--- src/rtl/sfft_reader_pkg.sv ---
// Shared state encoding, peak record and magnitude helpers for the SFFT output reader.
package sfft_reader_pkg;

  localparam int SFFT_FREQS  = 16;
  localparam int SFFT_ADDR_W = 5;
  localparam int SFFT_DATA_W = 32;
  localparam int ABS_MAX_W   = 64;

  typedef enum logic [2:0] {
    IDLE,
    ADDR,
    CAPT,
    HOLD,
    DONE
  } reader_state_t;

  typedef struct packed {
    logic [SFFT_ADDR_W-1:0] index;
    logic [SFFT_DATA_W-1:0] ampl;
  } peak_t;

  // Largest positive two's-complement value of a w-bit word; the magnitude
  // that the most-negative input saturates to.
  function automatic logic [ABS_MAX_W-1:0] absSatMax(input int w);
    return (ABS_MAX_W'(1) << (w - 1)) - ABS_MAX_W'(1);
  endfunction

endpackage

--- src/rtl/sfft_abs_sat.sv ---
// Combinational signed-to-magnitude conversion; the most-negative code saturates
// to the largest positive value instead of wrapping back to itself.
module sfft_abs_sat
  import sfft_reader_pkg::*;
#(
  parameter int W = SFFT_DATA_W
) (
  input  logic [W-1:0] din,
  output logic [W-1:0] mag
);

  localparam logic [W-1:0] SAT_MAX  = W'(absSatMax(W));
  localparam logic [W-1:0] MOST_NEG = {1'b1, {(W-1){1'b0}}};

  always_comb begin
    if (din == MOST_NEG) begin
      mag = SAT_MAX;
    end else if (din[W-1]) begin
      mag = -din;
    end else begin
      mag = din;
    end
  end

endmodule

--- src/rtl/sfft_output_reader.sv ---
// Sweeps the SFFT output buffer once per OutputValid rising edge, streams bin magnitudes
// over valid/ready and publishes the frame peak. Optional macro: SFFT_READER_SKIP_DC_EN.
module sfft_output_reader
  import sfft_reader_pkg::*;
#(
  parameter int FREQS    = SFFT_FREQS,
  parameter int ADDR_W   = SFFT_ADDR_W,
  parameter int DATA_W   = SFFT_DATA_W,
  parameter int READ_LAT = 1
) (
  input  logic              clk,
  input  logic              reset,
  input  logic              OutputValid,
  input  logic              outputReadError,
  input  logic [DATA_W-1:0] SFFT_OutReal,
  output logic              OutputBeingRead,
  output logic [ADDR_W-1:0] output_address,
  output logic [DATA_W-1:0] bin_data,
  output logic [ADDR_W-1:0] bin_index,
  output logic              bin_valid,
  input  logic              bin_ready,
  output logic              bin_last,
  output logic [ADDR_W-1:0] peak_index,
  output logic [DATA_W-1:0] peak_ampl,
  output logic              peak_valid,
  output logic              frame_error
);

`ifdef SFFT_READER_SKIP_DC_EN
  localparam bit SKIP_DC = 1'b1;
`else
  localparam bit SKIP_DC = 1'b0;
`endif

  localparam logic [ADDR_W-1:0] LAST_IDX = ADDR_W'(FREQS - 1);
  localparam logic [1:0]        LAT_END  = 2'(READ_LAT - 1);

  reader_state_t     state, stateNext;
  logic              ovReg;
  logic [1:0]        latCnt, latCntNext;
  peak_t             runPeak, runPeakNext;
  peak_t             pubPeak, pubPeakNext;
  logic [DATA_W-1:0] absVal;

  logic              beingReadNext, binValidNext, binLastNext, peakValidNext, frameErrorNext;
  logic [ADDR_W-1:0] addrNext, binIndexNext;
  logic [DATA_W-1:0] binDataNext;

  logic abortReq, handshake, frameStart, peakCandidate;

  sfft_abs_sat #(.W(DATA_W)) uAbs (
    .din (SFFT_OutReal),
    .mag (absVal)
  );

  assign abortReq      = outputReadError || !OutputValid;
  assign handshake     = bin_valid && bin_ready;
  assign frameStart    = OutputValid && !ovReg;
  assign peakCandidate = (bin_data > runPeak.ampl) && !(SKIP_DC && bin_index == '0);

  assign peak_index = pubPeak.index;
  assign peak_ampl  = pubPeak.ampl;

  always_comb begin
    stateNext      = state;
    latCntNext     = latCnt;
    runPeakNext    = runPeak;
    pubPeakNext    = pubPeak;
    beingReadNext  = OutputBeingRead;
    addrNext       = output_address;
    binDataNext    = bin_data;
    binIndexNext   = bin_index;
    binValidNext   = bin_valid;
    binLastNext    = bin_last;
    peakValidNext  = 1'b0;
    frameErrorNext = frame_error;

    case (state)
      IDLE: begin
        if (frameStart) begin
          stateNext         = ADDR;
          beingReadNext     = 1'b1;
          addrNext          = '0;
          latCntNext        = '0;
          runPeakNext.index = SKIP_DC ? ADDR_W'(1) : '0;
          runPeakNext.ampl  = '0;
        end
      end
      ADDR: begin
        if (!abortReq) begin
          if (latCnt == LAT_END) begin
            stateNext = CAPT;
          end else begin
            latCntNext = latCnt + 2'd1;
          end
        end
      end
      CAPT: begin
        if (!abortReq) begin
          binDataNext  = absVal;
          binIndexNext = output_address;
          binLastNext  = (output_address == LAST_IDX);
          binValidNext = 1'b1;
          stateNext    = HOLD;
        end
      end
      HOLD: begin
        if (!abortReq && handshake) begin
          binValidNext = 1'b0;
          if (peakCandidate) begin
            runPeakNext.index = bin_index;
            runPeakNext.ampl  = bin_data;
          end
          if (bin_last) begin
            stateNext = DONE;
          end else begin
            addrNext   = output_address + ADDR_W'(1);
            latCntNext = '0;
            stateNext  = ADDR;
          end
        end
      end
      DONE: begin
        pubPeakNext   = runPeak;
        peakValidNext = 1'b1;
        beingReadNext = 1'b0;
        stateNext     = IDLE;
      end
      default: stateNext = IDLE;
    endcase

    // An abort overrides any handshake taken in the same cycle; the partial peak is dropped.
    if (abortReq && (state == ADDR || state == CAPT || state == HOLD)) begin
      frameErrorNext = 1'b1;
      binValidNext   = 1'b0;
      beingReadNext  = 1'b0;
      stateNext      = IDLE;
    end
  end

  // ovReg resets high so a level already present at reset release is not taken as a new frame.
  always_ff @(posedge clk or posedge reset) begin
    if (reset) begin
      state           <= IDLE;
      ovReg           <= 1'b1;
      latCnt          <= '0;
      runPeak         <= '0;
      pubPeak         <= '0;
      OutputBeingRead <= 1'b0;
      output_address  <= '0;
      bin_data        <= '0;
      bin_index       <= '0;
      bin_valid       <= 1'b0;
      bin_last        <= 1'b0;
      peak_valid      <= 1'b0;
      frame_error     <= 1'b0;
    end else begin
      state           <= stateNext;
      ovReg           <= OutputValid;
      latCnt          <= latCntNext;
      runPeak         <= runPeakNext;
      pubPeak         <= pubPeakNext;
      OutputBeingRead <= beingReadNext;
      output_address  <= addrNext;
      bin_data        <= binDataNext;
      bin_index       <= binIndexNext;
      bin_valid       <= binValidNext;
      bin_last        <= binLastNext;
      peak_valid      <= peakValidNext;
      frame_error     <= frameErrorNext;
    end
  end

endmodule

--- config.mk ---
export PLATFORM = sky130hd
export DESIGN_NAME = sfft_output_reader
export DESIGN_NICKNAME = d
export VERILOG_FILES = /design/src/rtl/sfft_reader_pkg.sv /design/src/rtl/sfft_abs_sat.sv /design/src/rtl/sfft_output_reader.sv
export SDC_FILE = /design/constraint.sdc
export NUM_CORES = 1
export LEC_CHECK = 0
export CAP_MARGIN = 40
export CORE_MARGIN = 3
export CORE_UTILIZATION = 53
export CTS_CLUSTER_DIAMETER = 30
export DETAILED_ROUTE_END_ITERATION = 10
export PLACE_DENSITY = 0.91
export SLEW_MARGIN = 40
export SYNTH_ARGS = -nofsm -noshare
export SYNTH_HDL_FRONTEND = slang
export SYNTH_SLANG_ARGS = --single-unit
export TNS_END_PERCENT = 5
--- constraint.sdc ---
create_clock -name clk -period 5.45 [get_ports clk]
set_input_delay 1.635 -clock clk [delete_from_list [all_inputs] [get_ports clk]]
set_output_delay 1.635 -clock clk [all_outputs]
set_load 0.02 [all_outputs]
==> Word-level counts from Yosys, hierarchy flattened <==
Index checks and enable logic that the tools add are counted.
{ "op_classes": {"add_sub_neg": 3, "magnitude_cmp": 1, "n_eq_ne": 17, "muxes": 32, "bitwise_logic": 1, "n_reduce_logical": 23} }
{ "ops": {"columns": ["operator", "n"], "rows": [
  ["37-bit two-way mux", 3],
  ["37-bit one-hot mux with 2 select lines", 1],
  ["32-bit two-way mux", 2],
  ["32-bit == test (second input constant)", 1],
  ["32-bit > comparator", 1],
  ["32-bit negation", 1],
  ["3-bit two-way mux", 7],
  ["5-bit two-way mux", 3],
  ["2-bit != test (second input constant)", 6],
  ["3-bit by 2-bit != test with 1-bit output (second input constant)", 4],
  ["3-bit one-hot mux with 4 select lines", 1],
  ["2-bit two-way mux", 5],
  ["5-bit one-hot mux with 2 select lines", 1],
  ["3-bit nonzero test", 3],
  ["4-bit AND reduction", 2],
  ["3-bit by 2-bit == test with 1-bit output (second input constant)", 2],
  ["1-bit two-way mux", 6],
  ["2-bit one-hot mux with 3 select lines", 1],
  ["6-bit AND reduction", 1],
  ["5-bit by 1-bit adder with 5-bit output (second input constant)", 1],
  ["5-bit by 4-bit == test with 1-bit output (second input constant)", 1],
  ["5-bit AND reduction", 1],
  ["1-bit logical AND", 4],
  ["1-bit one-hot mux with 2 select lines", 2],
  ["other kinds (12)", 17]
]} }
{ "totals": {"ff_bits": 127, "input_bits": 37, "word_cells": 92} }

==> Longest topological paths before layout <==
{ "depth": {"word_depth": 7, "mapped_depth": 10, "ltp_nobuf": 8} }

==> Cells and area by module <==
Synthesis repeated with hierarchy kept, for this count alone.
{ "unflattened": {"hier_cells": 619, "area_unflattened_um2": 6839.1} }
{ "modules_own_cells": {"columns": ["mod", "instances", "cells_each", "area_per_inst_um2"], "rows": [
  ["sfft_output_reader", 1, 487, 5957.0],
  ["sfft_abs_sat", 1, 132, 882.1]
]} }

==> Least setup slack after synthesis <==
Ideal clock, no wire load.
{ "synth_path": {"path_kind": "input to register", "startpoint": "input SFFT_OutReal[7]", "endpoint": "register bin_data[12]", "setup_time_ns": 0.077, "arrival_ns": 3.677, "path_slack_ns": 1.695, "stages": 8, "n_path_buf": 2, "path_cell_list": "or4_4 -> or4_1 -> buf_2 -> or2_4 -> nor4_4 -> nor2_2 -> buf_6 -> a21oi_1"} }
{ "synth_between": {"elab_chain_len": 3, "elab_cells_between_ends": 4} }
{ "synth_lines": {"columns": ["element", "line_no", "rtl"], "rows": [
  ["start: declaration", "sfft_output_reader.sv:15", "input logic [DATA_W-1:0] SFFT_OutReal,"],
  ["32-bit negation", "sfft_abs_sat.sv:19", "mag = -din;"],
  ["32-bit two-way mux", "sfft_abs_sat.sv:18", "end else if (din[W-1]) begin"],
  ["32-bit two-way mux *", "sfft_abs_sat.sv:16", "if (din == MOST_NEG) begin"],
  ["end signal: assignment", "sfft_output_reader.sv:165", "bin_data <= binDataNext;"],
  ["end: declaration", "sfft_output_reader.sv:18", "output logic [DATA_W-1:0] bin_data,"]
]} }
Mark *: on every way between the ends. The rest lies on a longest branch, timed or not.
A chain may end at the register's enable or synchronous reset.

==> Worst setup path in the final report <==
{ "layout_path": {"startpoint": "input SFFT_OutReal[6]", "endpoint": "register bin_data[0]"} }
{ "layout_between": {"elab_chain_len": 2} }
{ "layout_lines": {"columns": ["element", "line_no"], "rows": [
  ["32-bit == test", "sfft_abs_sat.sv:16"],
  ["32-bit two-way mux", "sfft_abs_sat.sv:16"]
]} }
No other way between the ends.

==> metrics.cfg <==
[sta]
setup-tns-final_ns=0
fin_skew_ns=0.0120
max_freq_mhz=240
finalCritPeriodShare_pct=76.5
worst_slack_ns=1.28
worst_pin_slew_ns=0.698
rsz0062_at_grt=false
period_needed_ns=4.17
timing.final.hold_violations=0
setup_viol=0
slew_violations=0
worst_hold_slack_ns=0.476
timing.slew.headroom_pct=53.0

[placed_design]
preCtsSetupSlack_ns=0.896
io_buffers=120
place.gp.congestion=0.851
dp_cells=878
place_area_um2=7850
dp_hpwl_um=11700

[global_routing]
grt_pass1_wl_um=28300
grt_overflow=0
grt_usage_pct=26.8
grt_pass1_vias=5592
antenna_found_initial=0
grt_max_degree=79

[finish]
fillCellCount=761
num_antenna_cells=0
multiInputGateArea_um2=3050
finalNetCount=828
register_area_um2=3180
fin_area_um2=8470
syn_to_final_growth_pct=30.4
instances_no_fill=911
drive_gt1_share_pct=12.0

[synth]
synth_nets=708
yosys_warnings=0
yosys-top-cells-area=dfrtp_1, ha_1, mux2_2, mux2i_1, nand2_1
avgSynthCellArea_um2=10.2
synth.top_cell.area_share_pct=48.6
synth_top_area_cell=dfrtp_1
ys.flop_type=dfrtp_1
synth-seq-cells=127
ys_async_sr_fraction_pct=100
synth_edf_count=0
ys_types=50
synth-seq-area-share_pct=49.0
syn_area_um2=6490
synth_common_cells=dfrtp_1, nand2_1, inv_1
synth_most_common_cell=dfrtp_1
syn-instance-count=635

[floorplan]
start_util_pct=55.4
fp-row-count=39
io-pin-count=121
die_area_um2=13600
die_y_um=117
fp.dieW_um=117
design.core.area_um2=11700

[worst_setup_path]
crit_buf_inv=1
crit_chain=clkdlybuf4s50_1, or4_4, or4_1, or2_4, nor4_4, nor2_4, a22oi_1
r2r_setup_slack_ns=2.28
worst-path-max-fanout=26
criticalPathCategory=input pin to flip-flop
critPathRequiredTime_ns=5.77
critPathMaxStageDelay_ns=0.67
worst_setup_path_end_kind=flip-flop
slowest_stage=or4_1
worstSetupStartpointType=input pin
path_delay_family=simple AND/OR/NAND/NOR gates
cp.arrival_ns=4.49

[clocking]
path_clk_slew_ns=0.06
post_cts_resized=0
insertion_delay_ns=0.42
postCtsHoldBufs=0
max-clock-path-buffers=2
clock-sinks=127
post_cts.repair.setup_buffers=0
numCtsBuffers=17
cts_tree=yes
htreeDepth=4
root_buffer=clkbuf_16

[pwr]
powerDensity_nw_per_um2=434
ir_drop_mv=0.281
p_leak_nw=3.89

[drt]
drc_errors=0
vias=5313
via_per_inst=5.83
routedWlPerCell_um=18.7
firstDrtPassIters=5
routed_wirelength_um=17100
drt_iter0_drc=439
ant_nets=0

[flow_run]
max-cap-violations=0

[worst_hold_path]
hp-class=flip-flop to flip-flop

[status]
outcome=finished clean

==> final timing paths <==
check,start,endpoint,cells after the start
worst max-delay path,SFFT_OutReal[6],bin_data[0]$_DFFE_PP0P_,7
worst min-delay path,frame_error$_DFFE_PP0P_,frame_error$_DFFE_PP0P_,1
worst max register to register,state[2]$_DFFE_PP0P_,runPeak[29]$_DFFE_PP0P_,8
worst min register to register,frame_error$_DFFE_PP0P_,frame_error$_DFFE_PP0P_,1
max in group asynchronous,reset,peak_ampl[14]$_DFFE_PP0P_,3
min in group asynchronous,reset,peak_index[3]$_DFFE_PP0P_,2
==> layer usage <==
metal,GRT usage [%],vias to the layer above,wire [um]
met5,0,-,0
met4,10.8,0,449
met3,5.49,42,1100
met2,44.9,264,8600
met1,34.0,2566,6930
li1,-,2441,-
==> flip-flops by register name, indices dropped and copies added (netlist names) <==
register,flops
OutputBeingRead,1
bin_data,32
bin_index,5
bin_last,1
bin_valid,1
frame_error,1
latCnt,2
output_address,5
ovReg,1
peak_ampl,32
peak_index,5
peak_valid,1
runPeak,37
state,3
==> worst reg2reg max path, stage by stage, from the launching register on <==
cell and delay [ns]:
dfrtp_1 0.50, and3b_1 0.73, buf_4 0.42, a22o_1 0.23, nor2_1 0.11, and3_1 0.22
o22ai_4 0.37, buf_12 0.25, mux2i_1 0.27
==> stage by stage <==
stage	power, mW	utilization [%]
after floorplan	1.97	-
after global placement	2.42	66.9
after detailed placement	2.50	67.0
after CTS	3.66	72.2
after global routing	3.87	72.3
final	3.67	72.3
==> placed cells by master (no fill, tap or decap), types with 25 or more instances in the layout <==
master	instances
ha_1	36
xor2_1	25
a21oi_1	39
nand2_1	83
inv_1	46
mux2_2	38
dfrtp_1	126
mux2i_1	39
clkdlybuf4s50_1	120
o21ai_0	35
nor2_1	41
==> cells by family (layout without fill, tap and decap cells) <==
| kind of cell | count (synthesis) | count (layout) | synth area share [%] |
|---|---|---|---|
| adders and majority gates | 36 | 36 | 6.94 |
| AOI/OAI and AO/OA | 105 | 105 | 9.44 |
| DFF | 127 | 127 | 49.0 |
| muxes | 77 | 77 | 12.6 |
| and+or+nand+nor | 188 | 188 | 13.7 |
| buffers and inverters | 74 | 207 | 4.61 |
| xor gates and xnor gates | 28 | 28 | 3.78 |
==> power breakdown <==
part           switching [mW]  internal (mW)
Sequential              0.193           1.10
Clock                   0.425          0.710
Combinational           0.689          0.560
Total                    1.31           2.37
==> final cells by class <==
type                            count  share of cell area, %
Clock buffer                       20                   5.51
Clock inverter                     12                   1.60
Inverter                           47                   2.14
Multi-Input combinational cell    434                   36.0
Sequential cell                   127                   37.5
Tap cell                          143                   2.11
Timing Repair Buffer              128                   15.1
(Power assumes the default switching activity.)
==> edit (config.mk and constraints unchanged) <==
Make the reset (`reset`) synchronous in one clocked block.
--- a/src/rtl/sfft_output_reader.sv
+++ b/src/rtl/sfft_output_reader.sv
@@ -139,7 +139,7 @@
   end
 
   // ovReg resets high so a level already present at reset release is not taken as a new frame.
-  always_ff @(posedge clk or posedge reset) begin
+  always_ff @(posedge clk) begin
     if (reset) begin
       state           <= IDLE;
       ovReg           <= 1'b1;
Function: differs if reset is asserted again (counterexample within 4 cycles, from zero or initial values and one cycle with reset high); with reset held inactive, the same outputs for 10 cycles.
==> edit against the original RTL <==
  * Core utilization fell by 0.43 points
  * Via count rose by 5.1%
  * Worst setup slack improved by 0.34 ns
  * Fmax rose by 9.0%
  * Design area fell by 6.8%
  * Synthesized area fell by 7.1%
  * Cell count rose by 4.8%
  * Die area fell by 6.8%
  * Wire length fell by 0.30%
  * Critical path depth did not move
  * Sequential cell count did not move
  * Critical path type unchanged
  * Critical endpoint is now bin_data[29]
Power is not compared: it rests on default switching activity, and its combinational part moved more than twofold at a synthesized area within 25%.
==> edit: results (changes against the original RTL) <==
metric	value	unit	change
result_of_the_run	finished clean		
timing.critical_path.from	SFFT_OutReal[2]		
seq_cell_count	127		unchanged
critPathArrivalTime	4.08	ns	-0.41 ns
post-route-min-period	3.824	ns	-0.3449 ns
tot_gr_track_use	27.01	%	+0.25 points
ys_types	59		+18%
dr.first_iter.drc_count	372		-15%
timing.hold.worst.start	peak_ampl[12]		
finalClockSkew	0.006869	ns	-0.005176 ns
layout.nonclk_buf_share	16.01	%	+0.92 points
synth-main-ff-cell	dfxtp_1		
r2r-end	runPeak[25]		
avgViaCountPerCell	5.846		+0.24%
layout.comb_gates.multi_input	487		+12%
synth.cells.most_frequent	127 x dfxtp_1, 114 x nand2_1, 69 x a21oi_1, 54 x nor2_1, 39 x inv_1		
multiInputGateArea	3164	µm²	+3.8%
whs_path_depth	2		+1
num-nonclk-buffers	129		+0.78%
dp.cells	923		+5.1%
dpl.hpwl	11.70	mm	+0.10%
hold-worst-slack	0.4520	ns	-0.02415 ns
clkCellAreaFrac	7.576	%	+0.47 points
mappedNetlistNets	767		+8.3%
drt-total-wl	17.03	mm	-0.30%
post_synth_fa_ha_maj_area_fraction	7.469	%	+0.53 points
timing.critical_path.fanout_max	5		-81%
synth_compound_area_share	21.70	%	+12 points
crit_path_end	bin_data[29]		
final_cells	955		+4.8%
layout-drive-gt1-share	8.344	%	-3.6 points
[edit: power groups by stage]
| stage | registers, mW | logic [mW] | clock network [mW] |
|---|---|---|---|
| 2_1_floorplan | 0.972 | 0.133 | 0 |
| 3_3_place_gp | 0.969 | 0.208 | 0 |
| 3_5_place_dp | 0.969 | 0.219 | 0 |
| 4_1_cts | 0.950 | 0.223 | 1.14 |
| 5_1_grt | 0.951 | 0.243 | 1.19 |
| 6_report | 0.950 | 0.226 | 1.13 |
[edit: worst max-delay path, cell delays in order]
cell and delay (ns):
clkdlybuf4s50_1 0.47, or3_1 0.50, nor4_2 0.56, nand4_1 0.25
o31ai_1 0.31, xor2_1 0.24, a211oi_1 0.10
[edit: layer usage]
metal  global-route usage (%)  up-vias  wire [µm]
met5                        0        -          0
met3                    6.900       39       1183
met4                    10.50        0        413
met2                    46.13      267       8379
met1                    32.55     2616       7049
li1                         -     2661          -
